[src/rtl/eth_pkg.sv]
// Shared Ethernet receive definitions: header layout, ethertypes and rx FSM states.
package eth_pkg;

  localparam logic [15:0] ETHERTYPE_IPV4 = 16'h0800;
  localparam logic [15:0] ETHERTYPE_ARP  = 16'h0806;
  localparam logic [47:0] BROADCAST_MAC  = 48'hFFFF_FFFF_FFFF;
  localparam int unsigned ETH_HDR_BYTES  = 14;
  localparam int unsigned ETH_HDR_BITS   = ETH_HDR_BYTES * 8;

  typedef enum logic [1:0] {
    ST_IDLE,
    ST_HEADER,
    ST_PAYLOAD,
    ST_DROP
  } eth_rx_state_t;

  function automatic logic [15:0] sat_inc16(input logic [15:0] v);
    return (v == 16'hFFFF) ? v : v + 16'd1;
  endfunction

endpackage

[src/rtl/eth_header_filter.sv]
// Combinational accept/ethertype decode of a captured 14-byte Ethernet header.
// Destination filtering is enabled by defining MAC_FILTER_EN (promiscuous otherwise).
module eth_header_filter
  import eth_pkg::*;
#(
  parameter logic [47:0] MY_MAC = 48'h69_69_5A_06_54_91
) (
  input  logic [ETH_HDR_BITS-1:0] hdr,
  output logic                    accept_c,
  output logic                    is_arp_c
);

  logic [47:0] dst_mac;
  logic [15:0] ethertype;
  logic        dst_ok_c;
  logic        type_ok_c;
  logic        unused_src_c;

  assign dst_mac      = hdr[111:64];
  assign ethertype    = hdr[15:0];
  assign unused_src_c = ^hdr[63:16];

`ifdef MAC_FILTER_EN
  assign dst_ok_c = (dst_mac == MY_MAC) || (dst_mac == BROADCAST_MAC);
`else
  logic unused_dst_c;
  assign unused_dst_c = ^{MY_MAC, dst_mac};
  assign dst_ok_c     = 1'b1;
`endif

  assign is_arp_c  = (ethertype == ETHERTYPE_ARP);
  assign type_ok_c = (ethertype == ETHERTYPE_IPV4) || is_arp_c;
  assign accept_c  = dst_ok_c && type_ok_c;

endmodule

[src/rtl/ethernet_header_rx.sv]
// Ethernet header parser: filters on destination/ethertype and forwards payload beats.
// Optional destination filtering via MAC_FILTER_EN (see eth_header_filter).
module ethernet_header_rx
  import eth_pkg::*;
#(
  parameter int unsigned N      = 2,
  parameter logic [47:0] MY_MAC = 48'h69_69_5A_06_54_91
) (
  input  logic         clk,
  input  logic         rst,
  input  logic         axiiv,
  input  logic [N-1:0] axiid,
  output logic         axiov,
  output logic [N-1:0] axiod,
  output logic         ethertype_out,
  output logic [47:0]  dst_mac_out,
  output logic [47:0]  src_mac_out,
  output logic         hdr_valid_out,
  output logic [15:0]  drop_count_out
);

  localparam int unsigned HDR_BEATS = ETH_HDR_BITS / N;
  localparam int unsigned CNT_W     = $clog2(HDR_BEATS + 1);

  eth_rx_state_t          state_q, state_d;
  logic [ETH_HDR_BITS-1:0] hdr_q, hdr_d;
  logic [CNT_W-1:0]        cnt_q, cnt_d;
  logic                    axiov_q, axiov_d;
  logic [N-1:0]            axiod_q, axiod_d;
  logic                    etype_q, etype_d;
  logic [47:0]             dst_q, dst_d;
  logic [47:0]             src_q, src_d;
  logic                    hv_q, hv_d;
  logic [15:0]             drop_q, drop_d;
  logic                    accept_c;
  logic                    is_arp_c;

  eth_header_filter #(.MY_MAC(MY_MAC)) u_filter (
    .hdr      (hdr_q),
    .accept_c (accept_c),
    .is_arp_c (is_arp_c)
  );

  always_ff @(posedge clk) begin
    if (rst) begin
      state_q <= ST_DROP;
      hdr_q   <= '0;
      cnt_q   <= '0;
      axiov_q <= 1'b0;
      axiod_q <= '0;
      etype_q <= 1'b0;
      dst_q   <= '0;
      src_q   <= '0;
      hv_q    <= 1'b0;
      drop_q  <= '0;
    end else begin
      state_q <= state_d;
      hdr_q   <= hdr_d;
      cnt_q   <= cnt_d;
      axiov_q <= axiov_d;
      axiod_q <= axiod_d;
      etype_q <= etype_d;
      dst_q   <= dst_d;
      src_q   <= src_d;
      hv_q    <= hv_d;
      drop_q  <= drop_d;
    end
  end

  // The header is judged from hdr_q in the cycle carrying the first payload beat,
  // so hdr_valid/ethertype land together with that beat's axiov.
  always_comb begin
    state_d = state_q;
    hdr_d   = hdr_q;
    cnt_d   = cnt_q;
    axiov_d = 1'b0;
    axiod_d = axiod_q;
    etype_d = etype_q;
    dst_d   = dst_q;
    src_d   = src_q;
    hv_d    = 1'b0;
    drop_d  = drop_q;

    unique case (state_q)
      ST_IDLE: begin
        if (axiiv) begin
          hdr_d   = {hdr_q[ETH_HDR_BITS-N-1:0], axiid};
          cnt_d   = CNT_W'(1);
          state_d = ST_HEADER;
        end
      end
      ST_HEADER: begin
        if (!axiiv) begin
          drop_d  = sat_inc16(drop_q);
          state_d = ST_IDLE;
        end else if (cnt_q == CNT_W'(HDR_BEATS)) begin
          if (accept_c) begin
            dst_d   = hdr_q[111:64];
            src_d   = hdr_q[63:16];
            etype_d = is_arp_c;
            hv_d    = 1'b1;
            axiov_d = 1'b1;
            axiod_d = axiid;
            state_d = ST_PAYLOAD;
          end else begin
            drop_d  = sat_inc16(drop_q);
            state_d = ST_DROP;
          end
        end else begin
          hdr_d = {hdr_q[ETH_HDR_BITS-N-1:0], axiid};
          cnt_d = cnt_q + CNT_W'(1);
        end
      end
      ST_PAYLOAD: begin
        if (axiiv) begin
          axiov_d = 1'b1;
          axiod_d = axiid;
        end else begin
          state_d = ST_IDLE;
        end
      end
      ST_DROP: begin
        if (!axiiv) state_d = ST_IDLE;
      end
      default: state_d = ST_DROP;
    endcase
  end

  assign axiov          = axiov_q;
  assign axiod          = axiod_q;
  assign ethertype_out  = etype_q;
  assign dst_mac_out    = dst_q;
  assign src_mac_out    = src_q;
  assign hdr_valid_out  = hv_q;
  assign drop_count_out = drop_q;

endmodule

[config.mk]
export PLATFORM = sky130hd
export DESIGN_NAME = ethernet_header_rx
export DESIGN_NICKNAME = d
export VERILOG_FILES = /design/src/rtl/eth_pkg.sv /design/src/rtl/eth_header_filter.sv /design/src/rtl/ethernet_header_rx.sv
export SDC_FILE = /design/constraint.sdc
export NUM_CORES = 1
export LEC_CHECK = 0
export ABC_CLOCK_PERIOD_IN_PS = 5500
export BUFFER_PORTS_ARGS = -buffer_cell sky130_fd_sc_hd__buf_2
export CAP_MARGIN = 20
export CORE_MARGIN = 5
export CORE_UTILIZATION = 45
export CTS_CLUSTER_DIAMETER = 50
export DETAILED_ROUTE_END_ITERATION = 8
export PLACE_DENSITY = 0.7
export RECOVER_POWER = 100
export SYNTH_ARGS = -nofsm -noshare
export SYNTH_HDL_FRONTEND = slang
export SYNTH_SLANG_ARGS = --single-unit
[constraint.sdc]
create_clock -name clk -period 5.5 [get_ports clk]
set_input_delay 1.1 -clock clk [delete_from_list [all_inputs] [get_ports clk]]
set_output_delay 1.1 -clock clk [all_outputs]
set_load 0.01 [all_outputs]
==> flow_metrics.env <==
export IMPL_drt_drc_violations_left=0
export IMPL_layout_commonest_cell="sky130_fd_sc_hd__nand2_1"
export IMPL_detailedRoute_firstIterationViolations=345
export IMPL_clock_sinks=237
export IMPL_deepest_clock_path_buffer_count=3
export IMPL_port_buffers=121
export IMPL_detailroute_via_count=7317
export IMPL_post_cts_setup_buffer_count=0
export IMPL_mostFrequentLayoutCells="sky130_fd_sc_hd__nand2_1, sky130_fd_sc_hd__dfxtp_1, sky130_fd_sc_hd__a21oi_1, sky130_fd_sc_hd__clkbuf_1, sky130_fd_sc_hd__clkbuf_16"
export IMPL_die_w_um=149.5
export IMPL_route_detailed_vias_per_inst=5.036
export IMPL_tightestPinTransition_ns=2.376
export IMPL_grt_pass1_vias=6678
export IMPL_fin_tns_setup_ns=0
export IMPL_final_hold_viol_count=0
export IMPL_regToRegEndpoint="hdr_q[42]"
export IMPL_pwr_share_clk_pct=48.0
export IMPL_maxSlewViolCount=80
export IMPL_ctsRootBufferMaster="sky130_fd_sc_hd__clkbuf_16"
export IMPL_critPathLaunch="axiiv"
export IMPL_outcome="complete, but fails checks"
export IMPL_ys_seq_area_share_pct=54.20
export IMPL_number_of_synthesized_register_bits=237
export IMPL_crit_arrival_ns=4.04
export IMPL_timing_final_crit_period_ns=3.609
export IMPL_die_area_um2=22340
export IMPL_grt_antenna_before_repair=0
export IMPL_synth_async_reset_ratio_pct=0
export IMPL_final_setup_viols=0
export IMPL_sequentialPowerShare_pct=47.6
export IMPL_synth_edff_count=0
export IMPL_totalWireLength_mm=18.65
export IMPL_r2r_cells=8
export IMPL_peakVddDrop_mv=0.2147
export IMPL_grt_start_max_net_pins=136
export IMPL_start_util_pct=45.27
export IMPL_switching_power_mw=0.8150
export IMPL_cts_hold_buf=0
export IMPL_postRouteAntennaNets=0
export IMPL_syn_inst=1092
export IMPL_filler_cell_count_in_the_final_layout=1943
export IMPL_comb_power_share_pct=4.3
export IMPL_drt_pass1_iterations=4
export IMPL_setup_worst_path_class="primary input to register"
export IMPL_worst_setup_path_end_kind="register"
export IMPL_timing_reg2reg_setup_slack_ns=2.03
export IMPL_dp_hpwl_mm=10.72
export IMPL_grt_first_pass_wirelength_mm=31.06
export IMPL_post_route_cells_drive_above_1_share_pct=5.640
export IMPL_netSwitchingFraction_pct=22.44
export IMPL_internal_power_mw=2.817
export IMPL_slew_headroom_pct=-58.38
export IMPL_fin_worst_hold_slack_ns=0.4512
export IMPL_pwr_density_cell_nw_per_um2=357.9
export IMPL_pin_count=122
export IMPL_post_cts_resize_count=0
export IMPL_final_util_pct=52.49
export IMPL_average_footprint_of_a_synthesized_cell_um2=8.016
export IMPL_clk_pin_slew_ns=0.06
export IMPL_vertical_extent_of_the_die_um=149.5
export IMPL_violations="max-capacitance violations, max-slew violations"
export IMPL_cts_tree="done"
export IMPL_nNetsFinal=1180
export IMPL_cts_made_buffers=26
export IMPL_crit_path_launch_type="primary input"
export IMPL_final_min_period_over_clock_period_pct=65.62
export IMPL_ys_flop_type="sky130_fd_sc_hd__dfxtp_1"
export IMPL_post_synth_net_total=1104
export IMPL_achievable_frequency_ghz=0.2771
export IMPL_core_area_um2=19330
export IMPL_rsz0062_at_grt="false"
export IMPL_clk_insertion_delay_late_ns=0.52
export IMPL_syn2layout_area_growth_pct=15.94
export IMPL_core_rowCount=51
export IMPL_cp_required_ns=5.94
export IMPL_gpl_final_weighted_congestion=0.7635
export IMPL_cell_area_after_synthesis_um2=8753
export IMPL_hp_class="register to register"
export IMPL_layout_area_seq_um2=4745
export IMPL_crit_path_max_fanout=64
export IMPL_wire_per_inst_um=12.83
export IMPL_cts_htree_levels=1
export IMPL_clock_skew_ns=0.01322
export IMPL_startpoint_of_the_worst_hold_path="dst_mac_out[22]"
export IMPL_leak_pwr_nw=3.228
export IMPL_timing_endpoint_of_the_critical_path="hdr_q[42]"
export IMPL_grt_total_usage_pct=16.15
export IMPL_synthDistinctLibCells=45
export IMPL_yosys_warnings=0
export IMPL_multi_input_comb_area_um2=3571
export IMPL_n_antenna_cell=0
export IMPL_worst_r2r_startpoint="state_q[1]"
export IMPL_cap_violations=2
export IMPL_gr_total_overflow=0
-- critical path, stage by stage --
cell and delay (ns):
sky130_fd_sc_hd__clkbuf_1 0.33, sky130_fd_sc_hd__o21a_1 0.21, sky130_fd_sc_hd__o31a_2 0.14, sky130_fd_sc_hd__clkbuf_1 1.68, sky130_fd_sc_hd__buf_16 0.32, sky130_fd_sc_hd__nand2_1 0.09, sky130_fd_sc_hd__a21oi_1 0.13
-- power groups by stage --
| stage | sequential [mW] | combinational, mW | clock [mW] |
|---|---|---|---|
| 3_5_place_dp | 1.77 | 0.149 | 0 |
| 3_3_place_gp | 1.77 | 0.147 | 0 |
| 5_1_grt | 1.73 | 0.177 | 1.87 |
| 2_1_floorplan | 1.77 | 0.119 | 0 |
| 4_1_cts | 1.73 | 0.149 | 1.80 |
| 6_report | 1.73 | 0.158 | 1.74 |
-- flip-flops by register name, summed over array words and instances, names as in the netlist --
register	count
hdr_valid_out	1
drop_count_out	16
axiod	2
ethertype_out	1
hdr_q	112
cnt_q	6
src_mac_out	48
dst_mac_out	48
state_q	2
axiov	1
-- through the flow --
stage          power (mW)  cells  setup WS [ns]  instance area, um2
4_1_cts             3.676   1450          2.796               10240
2_1_floorplan       1.886   1092          3.012                8753
5_1_grt             3.772   1453          1.624               10150
6_report            3.632   1453          1.891               10150
3_5_place_dp        1.917   1402          2.333                9355
3_3_place_gp        1.915   1402          2.343                9355
-- how the worst min path moves through the flow --
stage | to | slack, ns | cells after the start
5_1_grt | dst_mac_out[21] | 0.47 | 2
3_5_place_dp | src_mac_out[17] | 0.44 | 2
2_1_floorplan | dst_mac_out[46] | 0.43 | 2
3_3_place_gp | dst_mac_out[7] | 0.44 | 2
4_1_cts | src_mac_out[33] | 0.45 | 2
6_report | dst_mac_out[22] | 0.45 | 2
-- routing by layer --
metal	routed length (um)	part of all wire (%)	global-route usage [%]
met2	8484	45	27.87
met4	308	1.7	3.249
met1	8813	47	21.31
met5	0	0	0
met3	1041	5.6	2.968
-- layout make-up --
type / count / area share (%)
Clock buffer: 33 / 6.966
Tap cell: 265 / 3.267
Inverter: 6 / 0.2219
Sequential cell: 237 / 46.75
Clock inverter: 15 / 1.763
Multi-Input combinational cell: 768 / 35.19
Timing Repair Buffer: 129 / 5.844
-- synthesized netlist by cell type (all sizes together), types with 2 or more instances --
cell	count	share of area [%]
clkbuf	54	2.3
nor2b	4	0.29
buf	27	2.3
nor3	2	0.11
nand4	8	0.57
dfxtp	237	54
o21ai	5	0.33
o31a	2	0.20
a21oi	226	13
nand3b	3	0.26
nand2b	2	0.14
xnor2	2	0.20
o31ai	10	0.91
inv	6	0.26
xor2	3	0.30
or3	2	0.14
nor2	14	0.60
ha	7	1.0
nor4	7	0.67
mux2	4	0.51
or4	10	0.86
nand2	429	18
o21a	2	0.17
nand3	8	0.46
and4	3	0.30
o21ba	2	0.23
-- cells by family (layout without fill, tap and decap cells) --
family / Yosys count / after routing / synth area share [%]
AO/OA/AOI/OAI: 253 / 253 / 15.41
buffers and inverters: 87 / 183 / 4.889
adder cells (fa/ha/maj): 7 / 7 / 1.001
XOR/XNOR: 5 / 5 / 0.5004
multiplexers: 4 / 4 / 0.5145
flip-flops: 237 / 237 / 54.20
AND/OR/NAND/NOR: 499 / 499 / 23.48
No activity file was read; power rests on OpenSTA's default activity.
